$ cat config.mk
export PLATFORM = sky130hd
export DESIGN_NAME = mealy_ctrl_multi
export DESIGN_NICKNAME = d
export VERILOG_FILES = /design/src/rtl/mealy_ctrl_multi.sv
export SDC_FILE = /design/constraint.sdc
export NUM_CORES = 1
export LEC_CHECK = 0
export ABC_AREA = 1
export CORE_AREA = 2 2 69 71
export DETAILED_ROUTE_END_ITERATION = 7
export DIE_AREA = 0 0 71 73
export DONT_BUFFER_PORTS = 1
export GPL_TIMING_DRIVEN = 0
export PLACE_DENSITY = 0.74
export SLEW_MARGIN = 5
export SYNTH_ARGS = -nofsm -noshare
export SYNTH_HDL_FRONTEND = slang
export SYNTH_SLANG_ARGS = --single-unit
$ cat constraint.sdc
create_clock -name clk -period 3.4 [get_ports clk]
set_input_delay 0.68 -clock clk [delete_from_list [all_inputs] [get_ports clk]]
set_output_delay 0.68 -clock clk [all_outputs]
set_load 0.1 [all_outputs]
$ cat src/rtl/mealy_ctrl_multi.sv
// mealy_ctrl_multi
//   Multi-channel Mealy controller. Each channel runs an IDLE/ARMED/HOLD/LOCK
//   machine whose B1/B2 outputs are combinational in state and I/S. B2 is
//   stretched through HOLD by a per-channel down-counter. A shared saturating
//   counter tallies ARMED->HOLD entries across all channels.
//
// Ports:
//   clk         rising-edge clock
//   reset       asynchronous active-high reset
//   clear       synchronous clear, overrides every transition and the count
//   I, S        per-channel inputs
//   B1, B2      per-channel Mealy outputs (combinational)
//   state_o     channel c state at [2c+1:2c]
//   hold_events saturating count of ARMED->HOLD transitions
module mealy_ctrl_multi #(
    parameter int unsigned CHANNELS    = 4,
    parameter int unsigned HOLD_CYCLES = 5,
    parameter int unsigned HOLD_W      = 4,
    parameter int unsigned CNT_W       = 8
) (
    input  logic                  clk,
    input  logic                  reset,
    input  logic                  clear,
    input  logic [CHANNELS-1:0]   I,
    input  logic [CHANNELS-1:0]   S,
    output logic [CHANNELS-1:0]   B1,
    output logic [CHANNELS-1:0]   B2,
    output logic [2*CHANNELS-1:0] state_o,
    output logic [CNT_W-1:0]      hold_events
);

    typedef enum logic [1:0] {
        StIdle  = 2'b00,
        StArmed = 2'b01,
        StHold  = 2'b10,
        StLock  = 2'b11
    } state_e;

    // Width wide enough for hold_events plus up to CHANNELS entries in one edge.
    localparam int unsigned SumW  = $clog2(CHANNELS + 1);
    localparam int unsigned WideW = CNT_W + SumW + 1;
    localparam logic [CNT_W-1:0] CntMax   = '1;
    localparam logic [HOLD_W-1:0] HoldLoad = HOLD_W'(HOLD_CYCLES - 1);

    state_e              state_q [CHANNELS];
    state_e              state_d [CHANNELS];
    logic [HOLD_W-1:0]   cnt_q   [CHANNELS];
    logic [HOLD_W-1:0]   cnt_d   [CHANNELS];
    logic [CHANNELS-1:0] enter;
    logic [SumW-1:0]     enter_cnt;
    logic [WideW-1:0]    sum_wide;
    logic [CNT_W-1:0]    hold_events_q;
    logic [CNT_W-1:0]    hold_events_d;

    // State register
    always_ff @(posedge clk or posedge reset) begin
        if (reset) begin
            for (int c = 0; c < CHANNELS; c++) begin
                state_q[c] <= StIdle;
                cnt_q[c]   <= '0;
            end
            hold_events_q <= '0;
        end else begin
            for (int c = 0; c < CHANNELS; c++) begin
                state_q[c] <= state_d[c];
                cnt_q[c]   <= cnt_d[c];
            end
            hold_events_q <= hold_events_d;
        end
    end

    // Next-state logic, per channel
    always_comb begin
        enter = '0;
        for (int c = 0; c < CHANNELS; c++) begin
            state_d[c] = state_q[c];
            cnt_d[c]   = cnt_q[c];
            unique case (state_q[c])
                StIdle: begin
                    if (I[c] && !S[c]) state_d[c] = StArmed;
                end
                StArmed: begin
                    if (!I[c]) begin
                        state_d[c] = StIdle;
                    end else if (S[c]) begin
                        state_d[c] = StHold;
                        cnt_d[c]   = HoldLoad;
                        enter[c]   = 1'b1;
                    end
                end
                StHold: begin
                    if (cnt_q[c] != '0) begin
                        cnt_d[c] = cnt_q[c] - HOLD_W'(1);
                    end else begin
                        state_d[c] = S[c] ? StLock : StIdle;
                    end
                end
                StLock: begin
                    if (!I[c] && !S[c]) state_d[c] = StIdle;
                end
                default: state_d[c] = StIdle;
            endcase
            // Clear discards whatever this edge would have done.
            if (clear) begin
                state_d[c] = StIdle;
                cnt_d[c]   = '0;
                enter[c]   = 1'b0;
            end
        end
    end

    // Shared saturating event counter
    always_comb begin
        enter_cnt = '0;
        for (int c = 0; c < CHANNELS; c++) begin
            enter_cnt = enter_cnt + SumW'(enter[c]);
        end
        sum_wide = WideW'(hold_events_q) + WideW'(enter_cnt);
        if (clear) begin
            hold_events_d = '0;
        end else if (sum_wide > WideW'(CntMax)) begin
            hold_events_d = CntMax;
        end else begin
            hold_events_d = sum_wide[CNT_W-1:0];
        end
    end

    // Mealy outputs
    always_comb begin
        B1      = '0;
        B2      = '0;
        state_o = '0;
        for (int c = 0; c < CHANNELS; c++) begin
            state_o[2*c +: 2] = state_q[c];
            unique case (state_q[c])
                StIdle: begin
                    B1[c] = I[c] & ~S[c];
                end
                StArmed: begin
                    B1[c] = I[c];
                    B2[c] = I[c] & S[c];
                end
                StHold: begin
                    B2[c] = 1'b1;
                end
                StLock: begin
                    B1[c] = 1'b0;
                end
                default: begin
                    B1[c] = 1'b0;
                end
            endcase
        end
    end

    assign hold_events = hold_events_q;

endmodule

# == Yosys cells after proc, flatten, opt, wreduce, memory -nomap -nowiden ==
# Cells that the tools add are included.
# classes
addsub,8
magnitude_cmp,1
eq_ne,40
n_mux,78
n_bitwise,12
reduce_logical,36
# op_table
cell,n
$ne A3 B3 Y1 const B,24
$mux W4,16
$mux W2,28
$pmux W2 S4,4
$pmux W4 S2,4
$reduce_and A4 Y1,8
$eq A2 B2 Y1 const B,8
$mux W1,16
$mux W8,2
$ne A4 B4 Y1 const B,4
$pmux W1 S2,8
$reduce_bool A4 Y1,4
$sub A4 B1 Y4 const B,4
$reduce_bool A3 Y1,4
$add A8 B3 Y9,1
$gt A9 B8 Y1 const B,1
$and A1 B1 Y1,8
$eq A2 B1 Y1 const B,4
$logic_and A1 B1 Y1,8
$logic_not A1 Y1,8
$logic_not A2 Y1,4
$not A1 Y1,4
$add A2 B1 Y3,1
$add A3 B1 Y3,1
$add A1 B1 Y2,1
# totals
ff_bits,32
output_inout_bits,24

# == Longest topological paths before layout ==
# Gate-level depths: netlist of run 1.
# logic_depth
ltp_word,11
mapped_depth,15
ltp_nobuf,15

# == Least setup slack after synthesis of run 1 ==
# No wires, ideal clock.
# synth_path
kind,register to output
start,register state_q (netlist bit state_o[5])
end,output port B2[2]
arrival_time_ps,3631
required_ps,2720
path_slack_ps,-911
stages_incl_launch_ff,4
path_buffers,0
path_cell_list,dfrtp_1 -> ha_1 -> inv_1 -> a21boi_0
# synth_via
elab_chain_cells,2
word_cells_on_any_way,3
# synth_rtl
item,line_no,text
start: declaration,45,state_e state_q [CHANNELS];
start signal: indexed assignment,59,state_q[c] <= StIdle;
start signal: indexed assignment,65,state_q[c] <= state_d[c];
$eq A2 B2 Y1 or $eq A2 B1 Y1 (tied branches),135,unique case (state_q[c])
$pmux W1 S2 *,135,
end: declaration,27,"output logic [CHANNELS-1:0] B2,"
# Every way passes the cells marked *; elsewhere a longest branch is shown, timed or not.

# == Worst setup path after layout of run 1 ==
# layout_path
start,register state_q (netlist bit state_o[1])
end,"register hold_events_q[5], in the netlist hold_events[5]"
# layout_via
elab_chain_cells,10
# layout_rtl
item,line_no,text
$eq A2 B1 Y1 *,78,unique case (state_q[c])
$mux W1 *,78,
$mux W1 *,104,if (clear) begin
$add A1 B1 Y2 *,116,enter_cnt = enter_cnt + SumW'(enter[c]);
$add A2 B1 Y3 *,116,
$add A3 B1 Y3 *,116,
$add A8 B3 Y9 *,118,sum_wide = WideW'(hold_events_q) + WideW'(enter_cnt);
$gt A9 B8 Y1,121,end else if (sum_wide > WideW'(CntMax)) begin
$mux W8 *,121,
$mux W8 *,119,if (clear) begin
net hold_events_d[5],53,logic [CNT_W-1:0] hold_events_d;
end signal: assignment,68,hold_events_q <= hold_events_d;
end: declaration,52,logic [CNT_W-1:0] hold_events_q;
# The timed path passes the listed nets; every way through them passes the cells marked *.
# A chain may end at the register's enable or synchronous reset.

==> qor.txt, run 1 <==
Combinational power share = 42.2%
Max-capacitance violation count = 0
Largest net degree at the start of global routing = 33
Vias = 2273
Nets = 417
Synth Flop Type = dfrtp_1
First-pass GRT wire length = 9397 µm
Worst-path maximum fanout = 6
Placed cell area = 2700 µm²
Post-route clock period utilization = 92.50%
Layout cell share with drive strength beyond 1 = 15.40%
Die width = 71 µm
Initial antenna violation count = 0
Post-synth cell types = 28
Met1 WL = 2472 µm
Hpwl dp = 4008 µm
Synth warn = 0
Final hold violations = 0
Int Pwr = 0.8386 mW
Syn avg cell area = 6.940 µm²
Uppermost layer routed = met4
Pwr Density = 650.1 nW/µm²
Critical Path RT = 3.63 ns
Clk pwr share = 16.6%
WP data arrival = 3.37 ns
All-Layer GR Usage = 22.49%
Initial cell density of the core = 57.38%
Max Slew Vio Count = 0
Worst hold path type = primary input to async pin
Leakage = 1.461 nW
Max frequency = 318.0 MHz
Critical path launch point type = flip-flop
Final wirelength = 5351 µm
Fin crit period = 3.145 ns
Core Box Area = 4536 µm²
Post-Synthesis Net Count = 410
Met3 WL post-DR = 245 µm
Most frequent cells in the layout = nand2_1 (116), inv_1 (57), nor2_1 (31)
Max clock buf depth = 2
DRC = 0
P&R area growth vs syn = 9.471%
WL/cell = 12.24 µm
Clock transition at path regs = 0.07 ns
Sequential share of power = 41.2%
Port Buf Inserts = 0
Finished Cell Area = 2849 µm²
Worst slew margin = 18.89%
Switching power of the nets = 1.013 mW
Async SR Flop Fraction = 100.0%
Num CTS Buffers = 5
CTS tree = done
Total die area = 5183 µm²
Die Ht = 73 µm
Share of the yosys chip area belonging to registers = 30.77%
CTS Sinks = 32
Vias per cell = 5.201
Yosys reg bits = 32
Final setup violation count = 0
Core Util, Final = 62.81%
Setup Skew = 0.002311 ns
VDD IR-drop max = 0.0003986 V
Mapped Area = 2602 µm²
Io pins = 35
Routed wl met2 = 2583 µm
Antenna viol nets, final = 0
Crit path cell chain = inv_2 -> ha_2 -> inv_1 -> nor2_2 -> nand2_1 -> fa_1 -> fa_1 -> inv_2 -> fa_2 -> nand2_1 -> inv_2 -> nand4_4 -> nand3_1 -> nand2_1 -> inv_1
DRT Pass-1 Iters = 4
Commonest non-fill, non-tap cell in the layout = nand2_1
Root buf cell = clkbuf_8
GR Overflow Total = 0
Kind of critical path = flip-flop to flip-flop
EDFF count, synth = 0
Number of placement rows = 25
Status = completed
DRT iter0 DRCs = 125
CP max stage delay = 0.63 ns
CTS H-tree depth = 2
Antenna Cells = 0
Gpl congestion = 0.8421
RSZ-0062 raised after global routing = no
Switching Fraction = 54.72%
Crit end category = flip-flop
Slowest CP cell = dfrtp_4
Worst-Skew Late Latency = 0.28 ns
Measured slew at the worst slew-check pin = 1.210 ns
Vias in the first global route = 2164
Cells after Synth = 375
==> power by group through the flow <==
stage / Sequential [mW] / Combinational (mW) / Clock (mW)
2_1_floorplan: 0.738 / 0.652 / 0
3_3_place_gp: 0.756 / 0.733 / 0
3_5_place_dp: 0.758 / 0.764 / 0
4_1_cts: 0.762 / 0.771 / 0.313
5_1_grt: 0.774 / 0.883 / 0.330
6_report: 0.763 / 0.782 / 0.307
==> stage by stage <==
stage / cells / setup WS, ns / power (mW) / hold slack [ns] / TNS, ns
after global placement: 429 / -0.3027 / 1.489 / 0.4671 / -2.203
after detailed placement: 429 / -0.3467 / 1.522 / 0.4850 / -2.310
final: 437 / 0.2551 / 1.852 / 0.3842 / 0
after global routing: 437 / 0.004361 / 1.988 / 0.4401 / 0
after floorplan: 375 / -0.1711 / 1.390 / 0.4530 / -0.1711
after CTS: 437 / 0.01060 / 1.846 / 0.5015 / 0
==> logic make-up (layout without fill, tap and decap cells) <==
| kind of cell | Yosys count | count (layout) | synth area share [%] |
|---|---|---|---|
| and+or+nand+nor | 199 | 199 | 33.37 |
| buffers and inverters | 68 | 76 | 11.49 |
| AOI/OAI and AO/OA | 48 | 48 | 10.63 |
| DFF | 32 | 32 | 30.77 |
| adders and majority gates | 24 | 24 | 12.40 |
| xor gates and xnor gates | 4 | 4 | 1.346 |
==> Yosys cell counts (2+ instances only) <==
cell type	number	area share, %
a211oi_1	3	0.87
a21boi_0	4	1.2
a21oi_1	10	1.9
buf_6	4	1.7
dfrtp_1	32	31
fa_1	3	2.3
ha_1	21	10
inv_1	62	8.9
nand2_1	116	17
nand2_2	7	1.7
nand3_1	24	4.6
nand3_2	6	2.3
nand4_1	4	0.96
nor2_1	33	4.8
nor2_2	5	1.2
nor3_1	2	0.38
o21ai_0	24	4.6
o21ai_1	2	0.38
o21ai_2	2	0.67
xor2_1	3	1.0
==> routing by layer <==
| metal | vias to the layer above | GRT usage [%] |
|---|---|---|
| met1 | 1040 | 29.38 |
| met3 | 5 | 4.696 |
| met2 | 39 | 38.53 |
| met4 | 0 | 5.241 |
| li1 | 1189 | - |
| met5 | - | 0 |
==> final timing paths <==
kind / start / cells past startpoint / slack [ns] / endpoint
worst max-delay path: state_o[1] / 15 / 0.26 / hold_events[5]
worst min-delay path: reset / 1 / 0.38 / state_o[0]
worst max register to register: state_o[1] / 15 / 0.26 / hold_events[5]
worst min register to register: cnt_q[13] / 2 / 0.49 / cnt_q[13]
max in group asynchronous: reset / 1 / 2.50 / state_o[5]
min in group clk: cnt_q[13] / 2 / 0.49 / cnt_q[13]
==> what timing repair did <==
item | CTS | global route
buffers inserted | 0 | 0
endpoints found under the setup margin | 9 | 10
endpoints found under the hold margin | 0 | 0
hold buffers | 0 | 0
cloned | 0 | 0
resized for setup | 7 | 14
==> state kept, by name, indices dropped and copies added (netlist names) <==
signal and flops:
state_o 8, cnt_q 16, hold_events 8
==> worst max-delay path, delay by kind of cell, from the launching register on <==
| family | cells | cell delay, ns |
|---|---|---|
| buf+inv | 5 | 0.45 |
| fa+ha+maj | 4 | 1.35 |
| simple gates | 6 | 0.65 |
| flops | 1 | 0.63 |
==> area by class of cell <==
cell class	count	area, µm²
fillers	412	1687
multi-input cells	275	1574
flip-flops and latches	32	815.8
inverters	63	239.0
clock buffers	6	82.58
well taps	54	67.56
plain buffers	5	60.06
clock inverters	2	10.01
(Power assumes the default switching activity.)
==> inputs of run 2 (changes only) <==
--- a/config.mk
+++ b/config.mk
@@ -6,12 +6,14 @@
 export NUM_CORES = 1
 export LEC_CHECK = 0
 export ABC_AREA = 1
-export CORE_AREA = 2 2 69 71
+export CELL_PAD_IN_SITES_DETAIL_PLACEMENT = 1
+export CELL_PAD_IN_SITES_GLOBAL_PLACEMENT = 1
+export CORE_AREA = 2 2 79 81
 export DETAILED_ROUTE_END_ITERATION = 7
-export DIE_AREA = 0 0 71 73
+export DIE_AREA = 0 0 81 83
 export DONT_BUFFER_PORTS = 1
 export GPL_TIMING_DRIVEN = 0
-export PLACE_DENSITY = 0.74
+export PLACE_DENSITY_LB_ADDON = 0.1
 export SLEW_MARGIN = 5
 export SYNTH_ARGS = -nofsm -noshare
 export SYNTH_HDL_FRONTEND = slang
==> run 2 against run 1 <==
  * Sequential power grew 0.7%
  * Clock skew increased by 0.0014 ns
  * Clock power about the same
  * Die area rose by 30%
  * Via count increased by 4.5%
  * Setup slack lost 0.11 ns
  * Register-to-register slack worse by 0.11 ns
  * Fmax is 3.4% lower
  * Largest power group unchanged
  * Highest routed layer unchanged
==> qor.txt, run 2 (synthesis gave the netlist of run 1 again) <==
R2r setup slk = 0.14 ns
Max Slew Vio Count = 0
Core Box Area = 5816 µm²
CTS Hold Buffers Added = 0
CTS resizes = 10
Num CTS Buffers = 5
Setup Skew = 0.003675 ns
DRT Pass-1 Iters = 4
Total die area = 6723 µm²
P&R area growth vs syn = 10.19%
All-Layer GR Usage = 21.28%
Worst hold path type = primary input to async pin
Post-route clock period utilization = 95.74%
Io pins = 35
Crit path cell chain = inv_2 -> ha_2 -> inv_1 -> nor2_2 -> nand2_1 -> fa_1 -> fa_1 -> inv_2 -> fa_2 -> nand2_1 -> inv_2 -> nand2_1 -> nor3_1 -> nor3_1
Vias in the first global route = 2483
Most flops, register = cnt_q
Worst-Skew Late Latency = 0.28 ns
Initial cell density of the core = 44.75%
First-pass GRT wire length = 11430 µm
Status = completed
Critical path origin = state_o[1]
Port Buf Inserts = 0
Crit end category = flip-flop
Worst r2r path cells = 14
Kind of critical path = flip-flop to flip-flop
Post-Layout Cell Count = 458
Pwr Total = 1.879 mW
Core Util, Final = 49.31%
Layout cell share with drive strength beyond 1 = 14.62%
CP max stage delay = 0.63 ns
Final setup violation count = 0
Vias per cell = 5.186
Gpl congestion = 0.7758
Filler cell count = 799
Antenna Cells = 0
Dpl ws = -0.3767 ns
R2r endpoint = hold_events[6]
Most frequent cells in the layout = nand2_1 (116), inv_1 (57), nor2_1 (31)
Dpl cells = 450
WL/cell = 14.30 µm
Largest net degree at the start of global routing = 33
Worst slew margin = 19.21%
Critical path launch point type = flip-flop
CTS H-tree depth = 2
CTS Sinks = 32
Max-capacitance violation count = 0
Leakage = 1.455 nW
Hpwl dp = 4972 µm
CTS tree = done
Initial antenna violation count = 0
Antenna viol nets, final = 0
DRC = 0
Fin worst setup slack = 0.1449 ns
Die Ht = 83 µm
DRT iter0 DRCs = 47
Clock transition at path regs = 0.07 ns
Final wirelength = 6548 µm
Nets = 417
VDD IR-drop max = 0.0005496 V
Commonest non-fill, non-tap cell in the layout = nand2_1
Critical Path RT = 3.56 ns
WP data arrival = 3.42 ns
Final hold violations = 0
TNS Setup = 0 ns
Root buf cell = clkbuf_8
Setup bufs post-CTS = 0
Die width = 81 µm
Max reg flops = 16
Fin crit period = 3.255 ns
Worst R2R Start = state_o[1]
Max frequency = 307.2 MHz
Max clock buf depth = 2
Measured slew at the worst slew-check pin = 1.205 ns
CP Capture Point = hold_events[6]
Slowest CP cell = dfrtp_4
Pwr Density = 655.1 nW/µm²
Number of placement rows = 28
Worst-path maximum fanout = 5
GR Overflow Total = 0
Vias = 2375
==> run 2: changes by cell type in the layout (fill, tap and decap cells not counted), sizes merged <==
cell    before  now
clkbuf       6    8
clkinv       2    0
==> run 2: how the worst min path moves through the flow <==
stage	start	end	slack (ns)	cells after the start
after floorplan	cnt_q[13]	cnt_q[13]	0.45	2
after global placement	cnt_q[4]	cnt_q[4]	0.47	2
after detailed placement	cnt_q[5]	cnt_q[5]	0.49	2
after CTS	reset	cnt_q[0]	0.42	1
after global routing	reset	cnt_q[0]	0.44	1
final	reset	state_o[7]	0.39	1
==> run 2: final cells by class <==
cell class	instances	area (µm²)	share of cell area, %
inverters	63	239.0	8.333
clock buffers	8	90.09	3.141
multi-input cells	275	1569	54.71
well taps	75	93.84	3.272
flip-flops and latches	32	815.8	28.45
plain buffers	5	60.06	2.094
==> run 2: per-layer routing <==
metal	track usage (%)	vias to the layer above	wire length, µm
met5	0	-	0
met4	5.085	0	87
met3	3.913	8	196
met2	36.74	32	3251
met1	27.07	1155	3013
li1	-	1180	-
==> run 2: through the flow <==
| stage | area [µm²] | hold WS (ns) |
|---|---|---|
| after global placement | 2708 | 0.4670 |
| after CTS | 2843 | 0.4219 |
| after floorplan | 2614 | 0.4530 |
| after global routing | 2868 | 0.4421 |
| final | 2868 | 0.3936 |
| after detailed placement | 2726 | 0.4878 |
==> run 2: critical path, delay by kind of cell (launching register included) <==
family	cells	cell delay [ns]
adder cells (fa/ha/maj)	4	1.41
buffers and inverters	4	0.40
flip-flops	1	0.63
AND/OR/NAND/NOR	6	0.67
==> run 2: power breakdown <==
| part | internal [mW] | switching, mW | total, mW |
|---|---|---|---|
| clock | 0.165 | 0.141 | 0.306 |
| combinational | 0.235 | 0.569 | 0.804 |
| sequential | 0.445 | 0.323 | 0.768 |
